==> src/rtl/store_buffer.sv <==
// ---------------------------------------------------------------------------
// store_buffer
//
// Write-back store buffer between a CPU data port and a single-outstanding
// memory bus. Stores are queued in a circular FIFO and drained to memory
// one at a time by a small IDLE/WR/RD state machine. Loads go to memory
// as reads, so the CPU is stalled until the read returns.
//
// Build option:
//   STORE_FWD_EN  defined   : loads that hit a buffered store return the
//                             youngest matching data at once, with no stall.
//                             A load miss is issued ahead of the remaining
//                             buffered stores once any in-flight WR completes.
//                 undefined : every load waits until the buffer is empty and
//                             no WR is in flight, then reads memory.
//
// Parameters:
//   DEPTH          number of store entries (power of two, 2..16)
//   MEM_TIMEOUT_W  width of the per-request wait counter
//
// Ports:
//   clk        sole clock, rising edge
//   rst        asynchronous, active-low reset
//   cpu_addr   CPU data address
//   cpu_wdata  CPU store data
//   cpu_read   CPU load request
//   cpu_write  CPU store request (wins over cpu_read if both are high)
//   cpu_rdata  load data returned to the CPU, 0 when no load completes
//   stall      CPU must hold its current instruction
//   mem_req    memory bus request
//   mem_we     1 = write, 0 = read
//   mem_addr   memory address
//   mem_wdata  memory write data
//   mem_rdata  memory read data
//   mem_ack    memory completion, one-cycle pulse
//   buf_count  number of occupied entries
//   timeout    sticky flag, set when a request waits 2^MEM_TIMEOUT_W-1 cycles
// ---------------------------------------------------------------------------
module store_buffer #(
  parameter int DEPTH         = 4,
  parameter int MEM_TIMEOUT_W = 8
) (
  input  logic        clk,
  input  logic        rst,
  input  logic [31:0] cpu_addr,
  input  logic [31:0] cpu_wdata,
  input  logic        cpu_read,
  input  logic        cpu_write,
  output logic [31:0] cpu_rdata,
  output logic        stall,
  output logic        mem_req,
  output logic        mem_we,
  output logic [31:0] mem_addr,
  output logic [31:0] mem_wdata,
  input  logic [31:0] mem_rdata,
  input  logic        mem_ack,
  output logic [4:0]  buf_count,
  output logic        timeout
);

  localparam logic [1:0] S_IDLE = 2'd0;
  localparam logic [1:0] S_WR   = 2'd1;
  localparam logic [1:0] S_RD   = 2'd2;

  localparam int                       PW       = $clog2(DEPTH);
  localparam logic [4:0]               FULL_CNT = 5'(DEPTH);
  localparam logic [MEM_TIMEOUT_W-1:0] WAIT_MAX = '1;

  // Entry storage and FIFO bookkeeping. The occupancy count is the only
  // validity state: entries outside [head, head+count) are dead.
  logic [31:0]              r_addr [DEPTH];
  logic [31:0]              r_data [DEPTH];
  logic [PW-1:0]            r_head;
  logic [PW-1:0]            r_tail;
  logic [4:0]               r_count;

  logic [1:0]               r_state;
  logic [1:0]               w_state_nxt;
  logic [MEM_TIMEOUT_W-1:0] r_wait;
  logic                     r_timeout;

  logic                     w_load;
  logic                     w_full;
  logic                     w_push;
  logic                     w_pop;
  logic                     w_rd_done;
  logic                     w_rd_go;
  logic                     w_hit;
  logic [31:0]              w_fwd_data;
  logic [PW-1:0]            w_fwd_idx;
  logic                     w_stall_raw;

  // A simultaneous read+write is a store; the read half is dropped.
  assign w_load    = cpu_read & ~cpu_write;
  // Fullness uses the registered count only, so a pop in the same cycle
  // cannot make room for the incoming store.
  assign w_full    = (r_count == FULL_CNT);
  assign w_push    = cpu_write & ~w_full;
  assign w_pop     = (r_state == S_WR) & mem_ack;
  assign w_rd_done = (r_state == S_RD) & mem_ack;

`ifdef STORE_FWD_EN
  // Scan oldest to youngest so the last match (youngest store) wins. The
  // head is still live while its WR is in flight, so it takes part too.
  always_comb begin
    // NOTE: every output of a combinational block gets a default before
    // any conditional assignment, otherwise synthesis infers a latch.
    w_hit      = 1'b0;
    w_fwd_data = '0;
    w_fwd_idx  = '0;
    for (int i = 0; i < DEPTH; i++) begin
      w_fwd_idx = r_head + PW'(i);
      if ((5'(i) < r_count) && (r_addr[w_fwd_idx] == cpu_addr)) begin
        w_hit      = 1'b1;
        w_fwd_data = r_data[w_fwd_idx];
      end
    end
  end

  assign w_rd_go = w_load & ~w_hit;
`else
  assign w_hit      = 1'b0;
  assign w_fwd_data = '0;
  assign w_fwd_idx  = '0;
  // Without forwarding a load may only read memory once every older
  // store has been written back.
  assign w_rd_go    = w_load & (r_count == 5'd0);
`endif

  // Drain FSM. A pending load miss takes priority over draining stores;
  // an in-flight WR is never abandoned.
  always_comb begin
    w_state_nxt = r_state;
    case (r_state)
      S_IDLE: begin
        if (w_rd_go)                w_state_nxt = S_RD;
        else if (r_count != 5'd0)   w_state_nxt = S_WR;
      end
      S_WR:    if (mem_ack) w_state_nxt = S_IDLE;
      S_RD:    if (mem_ack) w_state_nxt = S_IDLE;
      default: w_state_nxt = S_IDLE;
    endcase
  end

  always_ff @(posedge clk or negedge rst) begin
    // NOTE: state registers use non-blocking assignments so every flop
    // samples pre-edge values regardless of statement order.
    if (!rst) begin
      r_state <= S_IDLE;
      r_head  <= '0;
      r_tail  <= '0;
      r_count <= '0;
    end else begin
      r_state <= w_state_nxt;
      if (w_push) r_tail <= r_tail + 1'b1;
      if (w_pop)  r_head <= r_head + 1'b1;
      r_count <= r_count + {4'b0, w_push} - {4'b0, w_pop};
    end
  end

  // NOTE: the entry array has no reset; r_count alone says which entries
  // are valid, and leaving the RAM unreset lets it map onto plain storage.
  always_ff @(posedge clk) begin
    if (w_push) begin
      r_addr[r_tail] <= cpu_addr;
      r_data[r_tail] <= cpu_wdata;
    end
  end

  // Wait counter: cleared on the way into WR/RD, counts cycles without an
  // ack and sticks at its maximum. The flag rises on the edge where the
  // counter reaches the maximum and stays up until reset.
  always_ff @(posedge clk or negedge rst) begin
    if (!rst) begin
      r_wait    <= '0;
      r_timeout <= 1'b0;
    end else if (r_state == S_IDLE) begin
      if (w_state_nxt != S_IDLE) r_wait <= '0;
    end else if (!mem_ack && (r_wait != WAIT_MAX)) begin
      r_wait <= r_wait + 1'b1;
      if (r_wait == WAIT_MAX - 1'b1) r_timeout <= 1'b1;
    end
  end

  // CPU side. A store stalls only when the buffer is full; a load stalls
  // until it is forwarded or its read ack arrives. Reset forces stall low.
  always_comb begin
    w_stall_raw = 1'b0;
    if (cpu_write)     w_stall_raw = w_full;
    else if (cpu_read) w_stall_raw = ~(w_hit | w_rd_done);
  end

  assign stall = rst & w_stall_raw;

  always_comb begin
    cpu_rdata = '0;
    if (w_load && w_rd_done)  cpu_rdata = mem_rdata;
    else if (w_load && w_hit) cpu_rdata = w_fwd_data;
  end

  // Memory side is decoded straight from the state register, so it drops
  // with the asynchronous reset and holds steady for a whole transaction
  // (the head only moves on the ack, the CPU holds cpu_addr while stalled).
  assign mem_req   = (r_state == S_WR) | (r_state == S_RD);
  assign mem_we    = (r_state == S_WR);
  assign mem_addr  = (r_state == S_WR) ? r_addr[r_head] :
                     (r_state == S_RD) ? cpu_addr       : 32'd0;
  assign mem_wdata = (r_state == S_WR) ? r_data[r_head] : 32'd0;

  assign buf_count = r_count;
  assign timeout   = r_timeout;

endmodule

==> config.mk <==
export PLATFORM = sky130hd
export DESIGN_NAME = store_buffer
export DESIGN_NICKNAME = d
export VERILOG_FILES = /design/src/rtl/store_buffer.sv
export SDC_FILE = /design/constraint.sdc
export NUM_CORES = 1
export LEC_CHECK = 0
export CAP_MARGIN = 20
export CORE_ASPECT_RATIO = 2
export CORE_MARGIN = 5
export CORE_UTILIZATION = 54
export CTS_BUF_LIST = sky130_fd_sc_hd__clkbuf_8
export DETAILED_ROUTE_END_ITERATION = 8
export HOLD_SLACK_MARGIN = 0.08
export PLACE_DENSITY = 0.89
export SYNTH_ARGS = -nofsm -noshare
export SYNTH_HDL_FRONTEND = slang
export SYNTH_SLANG_ARGS = --single-unit
==> constraint.sdc <==
create_clock -name clk -period 3.15 [get_ports clk]
set_input_delay 0.63 -clock clk [delete_from_list [all_inputs] [get_ports clk]]
set_output_delay 0.63 -clock clk [all_outputs]
set_load 0.03 [all_outputs]
# Word-level counts from Yosys, hierarchy flattened
# Memory sizes are Yosys's and may differ from the RTL's.
# Index checks and enable logic that the tools add are counted.
dict set report word_totals {
  reg_bits 20
  ramBits 256
  inputBits 101
  out_inout_bits 105
  word_cells 56
  n_memories 2
}
# memory depth word_bits read_ports rd_ports_with_merged_regs write_ports line_no
set memory_table {}
lappend memory_table {r_addr 4 32 1 0 1 71} ;# logic [31:0] r_addr [DEPTH];
lappend memory_table {r_data 4 32 1 0 1 72} ;# logic [31:0] r_data [DEPTH];
dict set report classes {
  n_addsub 5
  eq_ne 6
  muxes 15
  bitwise 11
  reduce_logical 11
}
# op count
set op_table {}
lappend op_table {{$mux W32} 4}
lappend op_table {{$mux W8} 3}
lappend op_table {{$add A8 B1 Y8 const B} 1}
lappend op_table {{$eq A8 B8 Y1 const B} 1}
lappend op_table {{$ne A8 B8 Y1 const B} 1}
lappend op_table {{$and A1 B1 Y1} 6}
lappend op_table {{$mux W2} 3}
lappend op_table {{$add A5 B1 Y5} 1}
lappend op_table {{$eq A5 B3 Y1 const B} 1}
lappend op_table {{$logic_not A5 Y1} 1}
lappend op_table {{$reduce_bool A5 Y1} 1}
lappend op_table {{$sub A5 B1 Y5} 1}
lappend op_table {{$add A2 B1 Y2 const B} 2}
lappend op_table {{$mux W1} 4}
lappend op_table {{$not A1 Y1} 4}
lappend op_table {{$pmux W2 S2} 1}
lappend op_table {{$reduce_bool A2 Y1} 2}
lappend op_table {{$reduce_and A3 Y1} 1}
lappend op_table {{$eq A2 B1 Y1 const B} 1}
lappend op_table {{$eq A2 B2 Y1 const B} 1}
lappend op_table {{$logic_and A1 B1 Y1} 2}
lappend op_table {{$logic_not A2 Y1} 1}
lappend op_table {{$ne A2 B1 Y1 const B} 1}
lappend op_table {{$reduce_and A2 Y1} 1}
lappend op_table {{3 further kinds} 3}

# Depth between registers and ports, before layout
# Gate-level depths: netlist of run 1.
dict set report depth {
  ltp_word 8
  ltp_mapped 13
  depth_no_buf 13
}

# Least setup slack after synthesis of run 1
# No wires, ideal clock.
dict set report synth_path {
  kind {register -> register}
  from {reg r_count[3], in the netlist buf_count[3]}
  to {mem r_addr[2][0] (enable)}
  setup_time_ns 0.429
  arrival_time_ns 2.737
  t_required_ns 2.721
  slack_ns -0.016
  stages_incl_launch_ff 5
  n_path_buf 0
  synth_period_minus_slack_ns 3.166
  cell_sequence {dfrtp_1 > inv_1 > ha_1 > a21boi_1 > and2_1}
}
dict set report synth_via {
  elab_chain_cells 5
}
# item line_no
set synth_rtl {}
lappend synth_rtl {{start, declared} 75} ;# logic [4:0] r_count;
lappend synth_rtl {{start signal, assigned} 157} ;# r_count <= r_count + {4'b0, w_push} - {4'b0, w_pop};
lappend synth_rtl {{$eq A5 B3 Y1} 97} ;# assign w_full = (r_count == FULL_CNT);
lappend synth_rtl {{$not A1 Y1} 98} ;# assign w_push = cpu_write & ~w_full;
lappend synth_rtl {{$and A1 B1 Y1} 98}
lappend synth_rtl {{$mux W1} 164} ;# if (w_push) begin
lappend synth_rtl {{$mux W1 (not written as such)} 165} ;# r_addr[r_tail] <= cpu_addr;
lappend synth_rtl {{end, declared} 71}
# Every way passes these cells.

# Worst setup path in the final report of run 1
dict set report layout_path {
  from {reg r_state[1]}
  to {out mem_addr[27]}
}
dict set report layout_via {
  elab_chain_cells 3
  elab_cells_between_ends 4
  classes_between {2 x eq/ne; 2 x mux}
}
# item line_no
set layout_rtl {}
lappend layout_rtl {{start, declared} 77} ;# logic [1:0] r_state;
lappend layout_rtl {{start signal, assigned} 154} ;# r_state <= w_state_nxt;
lappend layout_rtl {{$eq A2 B2 Y1} 207} ;# (r_state == S_RD) ? cpu_addr : 32'd0;
lappend layout_rtl {{$mux W32} 207}
lappend layout_rtl {{$mux W32 *} 206} ;# assign mem_addr = (r_state == S_WR) ? r_addr[r_head] :
lappend layout_rtl {{end, declared} 53} ;# output logic [31:0] mem_addr,
# Mark *: on every way between the ends. The rest lies on a longest branch, timed or not.

==> summary.md, run 1 <==
| Metric | Value |
|---|---|
| Outcome | `finished, violations left` |
| Failing checks | `negative setup slack` |
| F_max | `317 MHz` |
| Post-synth top area cell | `edfxtp_1` |
| Grt ovf | `0` |
| Syn Area/Cell | `19.3 um2` |
| H-tree levels | `2` |
| Most common cell in the netlist | `edfxtp_1` |
| Cell Area, Placed | `13,600 um2` |
| Initial Utilization | `55.1%` |
| Core area | `20,500 um2` |
| Post-route insts no fill | `1,108` |
| Layout fillers | `1,274` |
| Pre-CTS WS | `0.186 ns` |
| Mapped cell area | `11,300 um2` |
| Worst Hold Class | `flip-flop to flip-flop` |
| Crit end category | `output pin` |
| Routed via count | `between 6,000 and 7,000` |
| Post-DRT Antenna Nets | `0` |
| Clock-pin slew on the worst setup and hold paths | `0.06 ns` |
| WL/cell | `around 23 um` |
| Row Count | `74` |
| Total GRT Usage | `21.4%` |
| RSZ-0062 raised after global routing | `yes` |
| Detailed Place HPWL | `about 18,000 um` |
| Crit path kind | `flip-flop to output pin` |
| I/O Pins | `206` |
| Yosys top cell area share | `68.2%` |
| Layout cells sized above 1 | `around a quarter` |
| GR peak layer | `met2` |
| Area Growth Syn to Fin | `26.7%` |
| IR Drop Worst-Case VDD | `slightly above 0.5 mV` |
| Leak pwr | `5.22 nW` |
| Met1 Track Usage GR | `between 20 and 25%` |
| Antenna violations before repair | `1` |
| Slew Limit Fails | `0` |
| CTS tree | `built` |
| Most used DFF post-synth | `edfxtp_1` |
| Met3 usage | `3.95%` |
| CP startpoint kind | `flip-flop` |
| Worst-margin pin slew | `~0.9 ns` |
| Global placement routability congestion | `between 0.9 and 1` |
| Drt drc | `0` |
| M2 GR Usage | `40.9%` |
| Crit path DAT | `~2.5 ns` |
| Port bufs | `between 200 and 250` |
| Ys async rst share | `7.25%` |
| Ys Warns | `0` |
| Final hold slack | `0.515 ns` |
| Sequential fraction of the synthesis area | `72.7%` |
| Largest net degree at the start of global routing | `42` |
| Min Clock Period, post-route | `3.15 ns` |
| Synth cell count leaders | `edfxtp_1, and2_1, mux4_2` |
| Total Wirelength | `25,400 um` |
| Synthesized net count | `701` |
| Sink Count | `276` |
| Clock Skew | `between 0.015 and 0.02 ns` |
| Top area cells in the synthesized netlist | `edfxtp_1, mux4_2, dfrtp_1` |
| Synth Register Bits | `276` |
| Placed cells | `1,046` |
| Die Y | `~210 um` |
| Via-to-Cell Ratio | `between 5 and 6` |
| Power density cells | `917 nW/um2` |
| CTS Buf Count | `36` |
| Clock buffer depth | `3` |
| Maximum fanout along the worst path | `32` |
| Tcrit/Tclk final | `100%` |
| Gate Count Post-Synth | `583` |
| Max cap viols | `0` |
| Final hold violations | `0` |
| Die area | `about 24,000 um2` |
| Final setup margin | `-0.00289 ns` |
| Post-synthesis cell type count | `40` |
| WP data required | `roughly 2.5 ns` |
| Slew HR | `38.6%` |
| Design Area, Final | `14,300 um2` |
| Post-synth EDFFs | `256` |
| Detailed Routing Iterations Pass 1 | `4` |
| CTS root buf | `clkbuf_8` |
| Clock latency on the worst-skew pair | `approximately 0.51 ns` |
| DRT iter0 DRCs | `325` |
| # nets final | `around 940` |
| Final setup violation count | `1` |
| Die span in x | `112 um` |
| Total power | `0.0131 W` |
| First-pass GRT wire length | `40,000 um` |
| Vias in the first global route | `7,196` |
==> state kept, by name, indices dropped and copies added (netlist names) <==
| register | count |
|---|---|
| r_state | 2 |
| r_tail | 2 |
| timeout | 1 |
| r_wait | 8 |
| buf_count | 5 |
| r_data | 128 |
| r_addr | 128 |
| r_head | 2 |
==> area by class of cell <==
type	count	area, um2	area share (%)
Sequential cell	276	8190	57.4
Multi-Input combinational cell	260	2870	20.1
Timing Repair Buffer	229	2170	15.2
Clock buffer	38	523	3.67
Tap cell	266	333	2.33
Clock inverter	21	110	0.772
Inverter	17	63.8	0.447
Antenna cell	1	2.50	0.0175
==> path summary, 6_finish.rpt <==
check / end / slack [ns] / startpoint / cells past startpoint
setup / recovery: mem_addr[27] / -0.003 / r_state[1] / 5
hold / removal: timeout / 0.51 / timeout / 2
setup reg to reg: buf_count[4] / 0.59 / r_state[1] / 12
hold reg to reg: timeout / 0.51 / timeout / 2
max in group asynchronous: r_head[0] / 2.31 / rst / 2
min in group asynchronous: r_wait[0] / 0.59 / rst / 2
==> cells by family after synthesis <==
logic type                 count (synthesis)  share of synthesized area [%]
DFF                                      276                           72.7
and+or+nand+nor                          110                           5.80
muxes                                     66                           13.0
AOI/OAI and AO/OA                         59                           3.98
buffers and inverters                     47                           1.99
adders and majority gates                 17                           1.95
xor gates and xnor gates                   8                          0.622
==> critical path, cell delays in order, from the launching register on <==
cell and delay, ns:
dfrtp_1 0.41, inv_1 0.09, ha_2 0.26, nor2b_4 0.74, a22o_1 0.33, buf_4 0.18
==> cell usage in the layout, fill, tap and decap left out, drive strengths merged, types with 3 or more instances in the layout <==
cell	n
edfxtp	256
clkdlybuf4s50	111
buf	90
and2	70
mux4	64
clkbuf	38
a22o	32
inv	25
dlygate4sd2	24
dfrtp	20
ha	16
clkinv	12
nand2	9
nor2	8
o21ai	8
a21oi	7
nor2b	5
xor2	4
xnor2	4
dlymetal6s2s	4
nand2b	3
nor3	3
==> metrics by stage <==
step	setup TNS [ns]	utilization [%]
finish	-0.00289	69.7
global route	-1.46	69.7
CTS	-0.103	69.7
detailed placement	0	66.7
global placement	0	66.7
floorplan	0	-
==> metal layers <==
layer	vias up	wire length, um
met3	45	1560
met2	291	14800
met1	3237	8330
li1	2789	-
met4	0	710
met5	-	0
==> power by group <==
part           switching (W)  internal [W]  total, W
Clock                0.00118       0.00119   0.00238
Sequential          0.000296       0.00482   0.00511
Combinational        0.00315       0.00244   0.00559
==> repair_timing <==
action                     in CTS  in global routing
pin swaps                       1                 13
gates resized for setup        24                  5
buffers inserted                2                  0
hold buffers                    0                  0
setup endpoints to repair      41                 37
(Power assumes the default switching activity.)
==> inputs of run 2 (changes only) <==
Settings changed: CAP_MARGIN 20 to unset.
==> results of run 2 <==
The final DEF is identical to that of run 1; final timing and power are the same.
